--- src/rtl/alu_muldiv_seq.sv ---
// alu_muldiv_seq: iterative RV32M multiply/divide sequencer.
// One 33-bit add/subtract datapath is stepped one bit per cycle for 32
// iterations. The result is then sign-corrected and returned with a
// one-cycle done pulse.
// Ports:
//   clk, rst_n          - clock, asynchronous active-low reset
//   start, flush        - launch request (IDLE/DONE only), synchronous abort
//   op                  - RISC-V funct3 (MUL..REMU)
//   operand_a/operand_b - rs1/rs2, captured on an accepted start
//   busy                - high while CALC or FIX
//   done                - single-cycle pulse; result valid while high
//   result              - final value, held until the next accepted start
module alu_muldiv_seq #(
    parameter int unsigned XLEN = 32
) (
    input  logic            clk,
    input  logic            rst_n,
    input  logic            start,
    input  logic            flush,
    input  logic [2:0]      op,
    input  logic [XLEN-1:0] operand_a,
    input  logic [XLEN-1:0] operand_b,
    output logic            busy,
    output logic            done,
    output logic [XLEN-1:0] result
);

    localparam int unsigned CNT_W = 6;
    localparam int unsigned SUM_W = XLEN + 1;
    localparam int unsigned PRD_W = 2 * XLEN;
    localparam logic [CNT_W-1:0] LAST_ITER = CNT_W'(31);

    localparam logic [2:0] OP_MUL    = 3'b000;
    localparam logic [2:0] OP_MULH   = 3'b001;
    localparam logic [2:0] OP_MULHSU = 3'b010;
    localparam logic [2:0] OP_DIV    = 3'b100;
    localparam logic [2:0] OP_REM    = 3'b110;

    typedef enum logic [1:0] {
        S_IDLE = 2'd0,
        S_CALC = 2'd1,
        S_FIX  = 2'd2,
        S_DONE = 2'd3
    } state_e;

    state_e             state_q, state_d;
    logic [CNT_W-1:0]   cnt_q, cnt_d;
    logic [XLEN-1:0]    hi_q, hi_d;      // product high half / partial remainder
    logic [XLEN-1:0]    lo_q, lo_d;      // multiplier / dividend -> quotient
    logic [XLEN-1:0]    opnd_q, opnd_d;  // multiplicand or divisor magnitude
    logic [2:0]         op_q, op_d;
    logic               neg_q, neg_d;    // negate the selected result in FIX
    logic [XLEN-1:0]    result_q, result_d;
    logic               busy_q, busy_d;
    logic               done_q, done_d;

    // Start-time operand decode: signedness, magnitudes, special cases
    logic            a_signed, b_signed, sign_a, sign_b;
    logic [XLEN-1:0] mag_a, mag_b;
    logic            neg_in, div_zero, div_ovf;
    logic [XLEN-1:0] special_res;

    always_comb begin
        a_signed = (op == OP_MULH) || (op == OP_MULHSU) || (op == OP_DIV) || (op == OP_REM);
        b_signed = (op == OP_MULH) || (op == OP_DIV) || (op == OP_REM);
        sign_a   = a_signed & operand_a[XLEN-1];
        sign_b   = b_signed & operand_b[XLEN-1];
        mag_a    = sign_a ? (~operand_a + XLEN'(1)) : operand_a;
        mag_b    = sign_b ? (~operand_b + XLEN'(1)) : operand_b;
        // Remainder takes the dividend's sign; product and quotient the XOR
        neg_in   = (op == OP_REM) ? sign_a : (sign_a ^ sign_b);
        div_zero = op[2] && (operand_b == '0);
        div_ovf  = ((op == OP_DIV) || (op == OP_REM))
                   && (operand_a == {1'b1, {(XLEN-1){1'b0}}})
                   && (operand_b == '1);
        special_res = '0;
        if (div_zero) begin
            special_res = op[1] ? operand_a : '1;
        end else if (div_ovf) begin
            special_res = op[1] ? '0 : {1'b1, {(XLEN-1){1'b0}}};
        end
    end

    // Shared adder: add for multiply, subtract divisor for divide
    logic             is_div;
    logic [SUM_W-1:0] add_lhs, add_rhs, add_sum;

    always_comb begin
        is_div  = op_q[2];
        add_lhs = is_div ? {hi_q, lo_q[XLEN-1]} : {1'b0, hi_q};
        add_rhs = {1'b0, opnd_q};
        add_sum = add_lhs + (is_div ? ~add_rhs : add_rhs) + SUM_W'(is_div);
    end

    // Sign correction and result selection used in FIX
    logic [PRD_W-1:0] prod, prod_fix;
    logic [XLEN-1:0]  div_val, div_fix, fix_res;

    always_comb begin
        prod     = {hi_q, lo_q};
        prod_fix = neg_q ? (~prod + PRD_W'(1)) : prod;
        div_val  = op_q[1] ? hi_q : lo_q;
        div_fix  = neg_q ? (~div_val + XLEN'(1)) : div_val;
        if (is_div) begin
            fix_res = div_fix;
        end else if (op_q == OP_MUL) begin
            fix_res = prod_fix[XLEN-1:0];
        end else begin
            fix_res = prod_fix[PRD_W-1:XLEN];
        end
    end

    // Next-state and datapath control
    always_comb begin
        state_d  = state_q;
        cnt_d    = cnt_q;
        hi_d     = hi_q;
        lo_d     = lo_q;
        opnd_d   = opnd_q;
        op_d     = op_q;
        neg_d    = neg_q;
        result_d = result_q;

        if (flush) begin
            state_d = S_IDLE;
            cnt_d   = '0;
        end else begin
            case (state_q)
                S_IDLE, S_DONE: begin
                    if (start) begin
                        op_d  = op;
                        neg_d = neg_in;
                        cnt_d = '0;
                        if (div_zero || div_ovf) begin
                            result_d = special_res;
                            state_d  = S_DONE;
                        end else begin
                            hi_d    = '0;
                            lo_d    = op[2] ? mag_a : mag_b;
                            opnd_d  = op[2] ? mag_b : mag_a;
                            state_d = S_CALC;
                        end
                    end else if (state_q == S_DONE) begin
                        state_d = S_IDLE;
                    end
                end
                S_CALC: begin
                    if (is_div) begin
                        // Restoring step: keep the difference only when no borrow
                        if (!add_sum[XLEN]) begin
                            hi_d = add_sum[XLEN-1:0];
                            lo_d = {lo_q[XLEN-2:0], 1'b1};
                        end else begin
                            hi_d = {hi_q[XLEN-2:0], lo_q[XLEN-1]};
                            lo_d = {lo_q[XLEN-2:0], 1'b0};
                        end
                    end else begin
                        // Shift-add: the carry out of the adder enters the top bit
                        if (lo_q[0]) begin
                            {hi_d, lo_d} = {add_sum, lo_q[XLEN-1:1]};
                        end else begin
                            {hi_d, lo_d} = {1'b0, hi_q, lo_q[XLEN-1:1]};
                        end
                    end
                    if (cnt_q == LAST_ITER) begin
                        cnt_d   = '0;
                        state_d = S_FIX;
                    end else begin
                        cnt_d = cnt_q + CNT_W'(1);
                    end
                end
                S_FIX: begin
                    result_d = fix_res;
                    state_d  = S_DONE;
                end
                default: begin
                    state_d = S_IDLE;
                end
            endcase
        end

        busy_d = (state_d == S_CALC) || (state_d == S_FIX);
        done_d = (state_d == S_DONE);
    end

    // State and datapath registers
    always_ff @(posedge clk or negedge rst_n) begin
        if (!rst_n) begin
            state_q  <= S_IDLE;
            cnt_q    <= '0;
            hi_q     <= '0;
            lo_q     <= '0;
            opnd_q   <= '0;
            op_q     <= '0;
            neg_q    <= 1'b0;
            result_q <= '0;
            busy_q   <= 1'b0;
            done_q   <= 1'b0;
        end else begin
            state_q  <= state_d;
            cnt_q    <= cnt_d;
            hi_q     <= hi_d;
            lo_q     <= lo_d;
            opnd_q   <= opnd_d;
            op_q     <= op_d;
            neg_q    <= neg_d;
            result_q <= result_d;
            busy_q   <= busy_d;
            done_q   <= done_d;
        end
    end

    assign busy   = busy_q;
    assign done   = done_q;
    assign result = result_q;

endmodule

--- config.mk ---
export PLATFORM = sky130hd
export DESIGN_NAME = alu_muldiv_seq
export DESIGN_NICKNAME = d
export VERILOG_FILES = /design/src/rtl/alu_muldiv_seq.sv
export SDC_FILE = /design/constraint.sdc
export NUM_CORES = 1
export LEC_CHECK = 0
export BUFFER_PORTS_ARGS = -buffer_cell sky130_fd_sc_hd__buf_4
export CAP_MARGIN = 20
export CORE_MARGIN = 3
export CORE_UTILIZATION = 68
export DETAILED_ROUTE_END_ITERATION = 10
export MAX_ROUTING_LAYER = met4
export PLACE_DENSITY = 0.89
export SLEW_MARGIN = 30
export SYNTH_ARGS = -nofsm -noshare
export SYNTH_HDL_FRONTEND = slang
export SYNTH_SLANG_ARGS = --single-unit
--- constraint.sdc ---
create_clock -name clk -period 14.5 [get_ports clk]
set_clock_uncertainty 0.05 [all_clocks]
set_input_delay 0.725 -clock clk [delete_from_list [all_inputs] [get_ports clk]]
set_output_delay 0.725 -clock clk [all_outputs]
set_load 0.05 [all_outputs]
==> out/qor.yml, run 1 <==
synth_area_sq_mm: 0.0151
share_comb_of_total_power_pct: 69.1
synth_top_cell_area_share_pct: 23.6
finalCritPeriodShare_pct: 39.8
syn_avg_cell_area_sq_um: 7.73
cpPeakStageDelay_ns: 0.79
drtPass1Iterations: 7
start_kind: "register"
routed_wl_microns: 52000
vdd_drop_max_v: 0.000158
synth_most_common_cell: "o21ai_0"
grt-ovfl-total: 0
netlist_instances: 1951
final_hold_viol_count: 0
first_iter_violations: 2246
grtUsageTotal_pct: 43.5
cellLeakagePower_uw: 0.00681
cts_buffers: 17
synth_top_area_cell: "dfrtp_1"
cp_slowest_cell: "buf_4"
die_w_microns: 155
cp-end-kind: "register"
cts_tree: "built"
yosys_warnings: 0
grt_pass1_vias: 14237
std_cell_rows: 53
htree_levels: 4
dp_slack_ns: 8.88
slew_viol_final: 0
crit_chain: "buf_4 > mux2_2 > fa_1 > a211oi_1 > o21ai_0 > o21ai_0 > a21oi_1 > a31o_2 > xnor2_2 > buf_4 > mux2_2 > a21oi_1 > o21ai_0"
status: "finished, final reports clean"
worst-path-max-fanout: 78
fin_setup_tns_ns: 0
drive_above_1_share_pct: 14.0
crit_path_frequent_cell: "o21ai_0"
die_h_microns: 155
final_cells: 2194
cap_viol_max_count: 0
ant_nets: 0
setup_ws_ns: 8.72
layout.nets: 2017
worstReg2RegEnd: "hi_q[9]"
antenna_found_initial: 1
cts_hold_buf: 0
hp-class: "primary input to async pin"
synth_nets: 2064
crit_family: "compound AO/OA/AOI/OAI gates"
intPower_uw: 2090
path_buf_inv: 2
cts_setup_buffers: 0
initial_utilization_pct: 70.4
yosysSeqAreaShare_pct: 23.6
grt_pass1_wl_microns: 80200
dp_hpwl_microns: 38400
synth_edf_count: 0
power.density_mw_per_mm2: 288
cts_resized: 0
dp.cells: 2160
routedWlPerCell_microns: 23.7
vias: 15462
max_freq_mhz: 173
synthFlopType: "dfrtp_1"
timing.rr.start: "op_q[2]"
cts.sinks: 142
power_switching_uw: 2580
yosys.cell_types.count: 84
async_flop_share_pct: 100
syn2layout_area_growth_pct: 7.55
ioPinCount: 105
grt_start_max_net_pins: 119
slew_headroom_pct: 29.8
synth_common_cells: "o21ai_0 (197), nand2_1 (191), nor2_1 (182), a21oi_1 (149), dfrtp_1 (142)"
required_ns: 14.77
die_area_sq_mm: 0.0240
clock_path_buffers: 2
power_frac_seq_pct: 21.0
critPathKind: "register to register"
ys_seq_elements: 142
clockRootBuffer: "clkbuf_16"
rr_worst_depth: 13
place_congestion: 1.02
rsz0062_at_grt: "false"
reg2reg_slack_ns: 8.72
cts.reportedPaths.clkPinSlew_ns: 0.08
vias_per_cell: 7.05
core_area_sq_mm: 0.0214
portBuffers: 104
arrival_ns: 6.05
setup_viol: 0
p_clk_share_pct: 9.9
power.share.switching_pct: 55.2
synthTopCellsByArea: "dfrtp_1 (24%), xor2_1 (7.1%), o21ai_0 (6.5%)"
insertion_delay_ns: 0.45
drc: 0
worstMarginPinSlew_ns: 1.05
finalCriticalPeriod_ns: 5.78
-- power groups by stage --
stage | logic [uW] | registers (uW) | clock network (uW)
2_1_floorplan | 2480 | 833 | 0
3_3_place_gp | 3050 | 947 | 0
3_5_place_dp | 3120 | 959 | 0
4_1_cts | 3140 | 952 | 460
5_1_grt | 3500 | 992 | 476
6_report | 3220 | 981 | 461
-- logic make-up (layout without fill, tap and decap cells) --
| kind of cell | count (synthesis) | count (layout) | share of synthesized area, % |
|---|---|---|---|
| multiplexers | 165 | 165 | 11.6 |
| buffers and inverters | 206 | 172 | 5.54 |
| AND/OR/NAND/NOR | 583 | 583 | 18.3 |
| other | 0 | 2 | 0 |
| AO/OA/AOI/OAI | 604 | 604 | 25.3 |
| flip-flops | 142 | 142 | 23.6 |
| adder cells (fa/ha/maj) | 42 | 42 | 3.54 |
| XOR/XNOR | 209 | 209 | 12.1 |
-- cells in the final DEF, fill, tap and decap left out, drive strengths merged, types with 81 or more instances in the layout --
| cell type | synthesis | routed |
|---|---|---|
| nor2 | 183 | 183 |
| buf | 50 | 120 |
| xor2 | 123 | 123 |
| mux2 | 81 | 81 |
| xnor2 | 86 | 86 |
| nand2 | 191 | 191 |
| o21ai | 201 | 201 |
| a21oi | 149 | 149 |
| mux2i | 84 | 84 |
| dfrtp | 142 | 142 |
-- worst reg2reg max path, cell delays in order, from the launching register on --
cell and delay [ns]:
dfrtp_4 0.58, buf_4 0.79, mux2_2 0.46, fa_1 0.49
a211oi_1 0.25, o21ai_0 0.22, o21ai_0 0.49, a21oi_1 0.28
a31o_2 0.36, xnor2_2 0.60, buf_4 0.46, mux2_2 0.39
a21oi_1 0.13, o21ai_0 0.09
-- layout make-up --
cell class	instances	area (sq um)
Multi-Input combinational cell	1603	10700
Fill cell	1678	5210
Sequential cell	142	3560
Timing Repair Buffer	120	912
Clock buffer	17	425
Tap cell	275	344
Clock inverter	15	193
Inverter	20	75.1
Antenna cell	2	5.00
-- registers in the layout (all words and copies together) (netlist names) --
| name | cells |
|---|---|
| state_q | 2 |
| result | 32 |
| opnd_q | 32 |
| cnt_q | 6 |
| hi_q | 32 |
| busy | 1 |
| neg_q | 1 |
| lo_q | 32 |
| done | 1 |
| op_q | 3 |
-- worst max path at each step --
stage / startpoint / endpoint / slack, ns / cells after the start
floorplan: op_q[2] / hi_q[13] / 9.37 / 17
global placement: op_q[2] / hi_q[9] / 8.96 / 13
detailed placement: op_q[2] / hi_q[9] / 8.88 / 13
CTS: op_q[2] / hi_q[9] / 8.84 / 13
global route: op_q[2] / hi_q[25] / 8.45 / 13
finish: op_q[2] / hi_q[9] / 8.72 / 13
-- through the flow --
stage | power, uW | hold WS (ns) | cell area, sq um | util (%)
after floorplan | 3310 | 0.379 | 15100 | -
after global placement | 4000 | 0.409 | 15600 | 72.7
after detailed placement | 4080 | 0.430 | 15600 | 72.7
after CTS | 4560 | 0.293 | 16200 | 75.6
after global routing | 4970 | 0.325 | 16200 | 75.7
final | 4670 | 0.271 | 16200 | 75.7
-- routing by layer --
metal / track usage [%] / vias to the layer above / routed length, microns
li1: - / 7005 / -
met1: 57.7 / 7186 / 20200
met2: 64.4 / 1068 / 22300
met3: 9.68 / 203 / 6550
met4: 18.7 / 0 / 2920
met5: - / - / 0
Power figures use the tool's default switching activity.
==> run 2: changes to the inputs <==
CORE_UTILIZATION = 63   (was 68)
PLACE_DENSITY = 0.84   (was 0.89)
clock period = 5.92 ns   (was 14.5 ns; I/O delays follow)
==> out/qor.yml, run 2 (same netlist as run 1, synthesis figures left out) <==
status: "finished, final reports clean"
ant_nets: 0
grt_start_max_net_pins: 92
slew_viol_final: 0
fillers: 1907
portBuffers: 104
syn2layout_area_growth_pct: 8.01
worstSetupEndpoint: "hi_q[27]"
postLayoutCellArea_sq_mm: 0.0163
max_freq_mhz: 200
grt_pass1_vias: 14060
clockRootBuffer: "clkbuf_16"
cts.reportedPaths.clkPinSlew_ns: 0.07
rsz0062_at_grt: "false"
startpoint: "op_q[2]"
die_h_microns: 161
vdd_drop_max_v: 0.000313
drive_above_1_share_pct: 14.2
cts_tree: "built"
final_hold_viol_count: 0
cp-end-kind: "register"
start_kind: "register"
vias: 15525
cts_buffers: 17
first_iter_violations: 2098
arrival_ns: 5.28
register_area_sq_mm: 0.00356
grtUsageTotal_pct: 42.1
layout.nets: 2023
place_area_sq_mm: 0.0157
cellLeakagePower_uw: 0.00684
drtPass1Iterations: 6
dp_slack_ns: 1.04
finalCritPeriodShare_pct: 84.5
routedWlPerCell_microns: 24.2
grt-ovfl-total: 0
diodes: 0
clock_path_buffers: 2
core_area_sq_mm: 0.0231
die_w_microns: 161
drc: 0
timing.rr.start: "op_q[2]"
final_cell_mix: "o21ai_0 (197), nand2_1 (191), nor2_1 (182)"
slew_headroom_pct: 29.7
required_ns: 6.19
grt_pass1_wl_microns: 82700
place_congestion: 1.03
cap_viol_max_count: 0
setup_ws_ns: 0.918
insertion_delay_ns: 0.45
worstMarginPinSlew_ns: 1.05
fin_setup_tns_ns: 0
vias_per_cell: 6.94
initial_utilization_pct: 65.4
worstReg2RegEnd: "hi_q[27]"
multi_input_area_sq_mm: 0.0107
rr_worst_depth: 11
die_area_sq_mm: 0.0258
routed_wl_microns: 54200
critPathKind: "register to register"
hp-class: "primary input to register"
htree_levels: 4
layout_commonest_cell: "o21ai_0"
setup_viol: 0
power.density_mw_per_mm2: 714
dp_hpwl_microns: 40800
antenna_found_initial: 0
ioPinCount: 105
std_cell_rows: 55
reg2reg_slack_ns: 0.92
worst-path-max-fanout: 69
finalCriticalPeriod_ns: 5.00
cts.sinks: 142
==> run 2: power by group <==
group	switching (uW)	total, uW	internal (uW)	leakage [uW]
Sequential	1080	2490	1410	0.00179
Clock	516	1160	640	0.000295
Combinational	4830	7970	3150	0.00476
==> run 2: per-stage QoR <==
| stage | std cells | util, % | power [uW] | hold WS [ns] |
|---|---|---|---|---|
| after floorplan | 1951 | - | 8110 | -0.0496 |
| after global placement | 2203 | 67.9 | 9940 | 0.348 |
| after detailed placement | 2203 | 68.0 | 10100 | 0.364 |
| after CTS | 2236 | 70.6 | 11300 | 0.0782 |
| after global routing | 2236 | 70.6 | 12300 | 0.110 |
| final | 2236 | 70.6 | 11600 | 0.0795 |
==> run 2: final cells by class <==
| type | instances | share of cell area [%] |
|---|---|---|
| Inverter | 20 | 0.461 |
| Tap cell | 313 | 2.41 |
| Multi-Input combinational cell | 1603 | 65.7 |
| Clock buffer | 18 | 2.64 |
| Clock inverter | 14 | 1.08 |
| Timing Repair Buffer | 126 | 5.85 |
| Sequential cell | 142 | 21.9 |
==> run 2: how the worst min path moves through the flow <==
stage	start	endpoint	slack [ns]	depth (start not counted)
finish	flush	state_q[1]	0.08	2
global route	op[0]	op_q[0]	0.11	2
CTS	flush	state_q[1]	0.08	2
detailed placement	rst_n	result[17]	0.36	1
global placement	rst_n	result[17]	0.35	1
floorplan	rst_n	busy	-0.05	0
==> run 2: layer usage <==
metal	vias up	share of wire [%]	global-route usage (%)	wire length [microns]
li1	7029	-	-	-
met1	7255	39	55.5	21200
met2	1060	43	61.5	23200
met3	181	12	9.60	6680
met4	0	5.7	19.3	3060
met5	-	0	-	0
==> run 2: what timing repair did <==
action,in CTS,in global routing
setup buffers,0,0
resized for setup,0,0
endpoints found under the hold margin,90,0
hold buffers,1,0
==> run 2: worst max-delay path, cell delays in order, from the launching register on <==
cell and delay [ns]:
dfrtp_4 0.97, buf_4 0.47, xor2_1 0.19, ha_1 0.32
a211oi_1 0.29, o21ai_0 0.22, o21ai_0 0.44, a21oi_1 0.27
a31o_2 0.36, xnor2_1 0.56, mux2_2 0.41, a221o_1 0.32
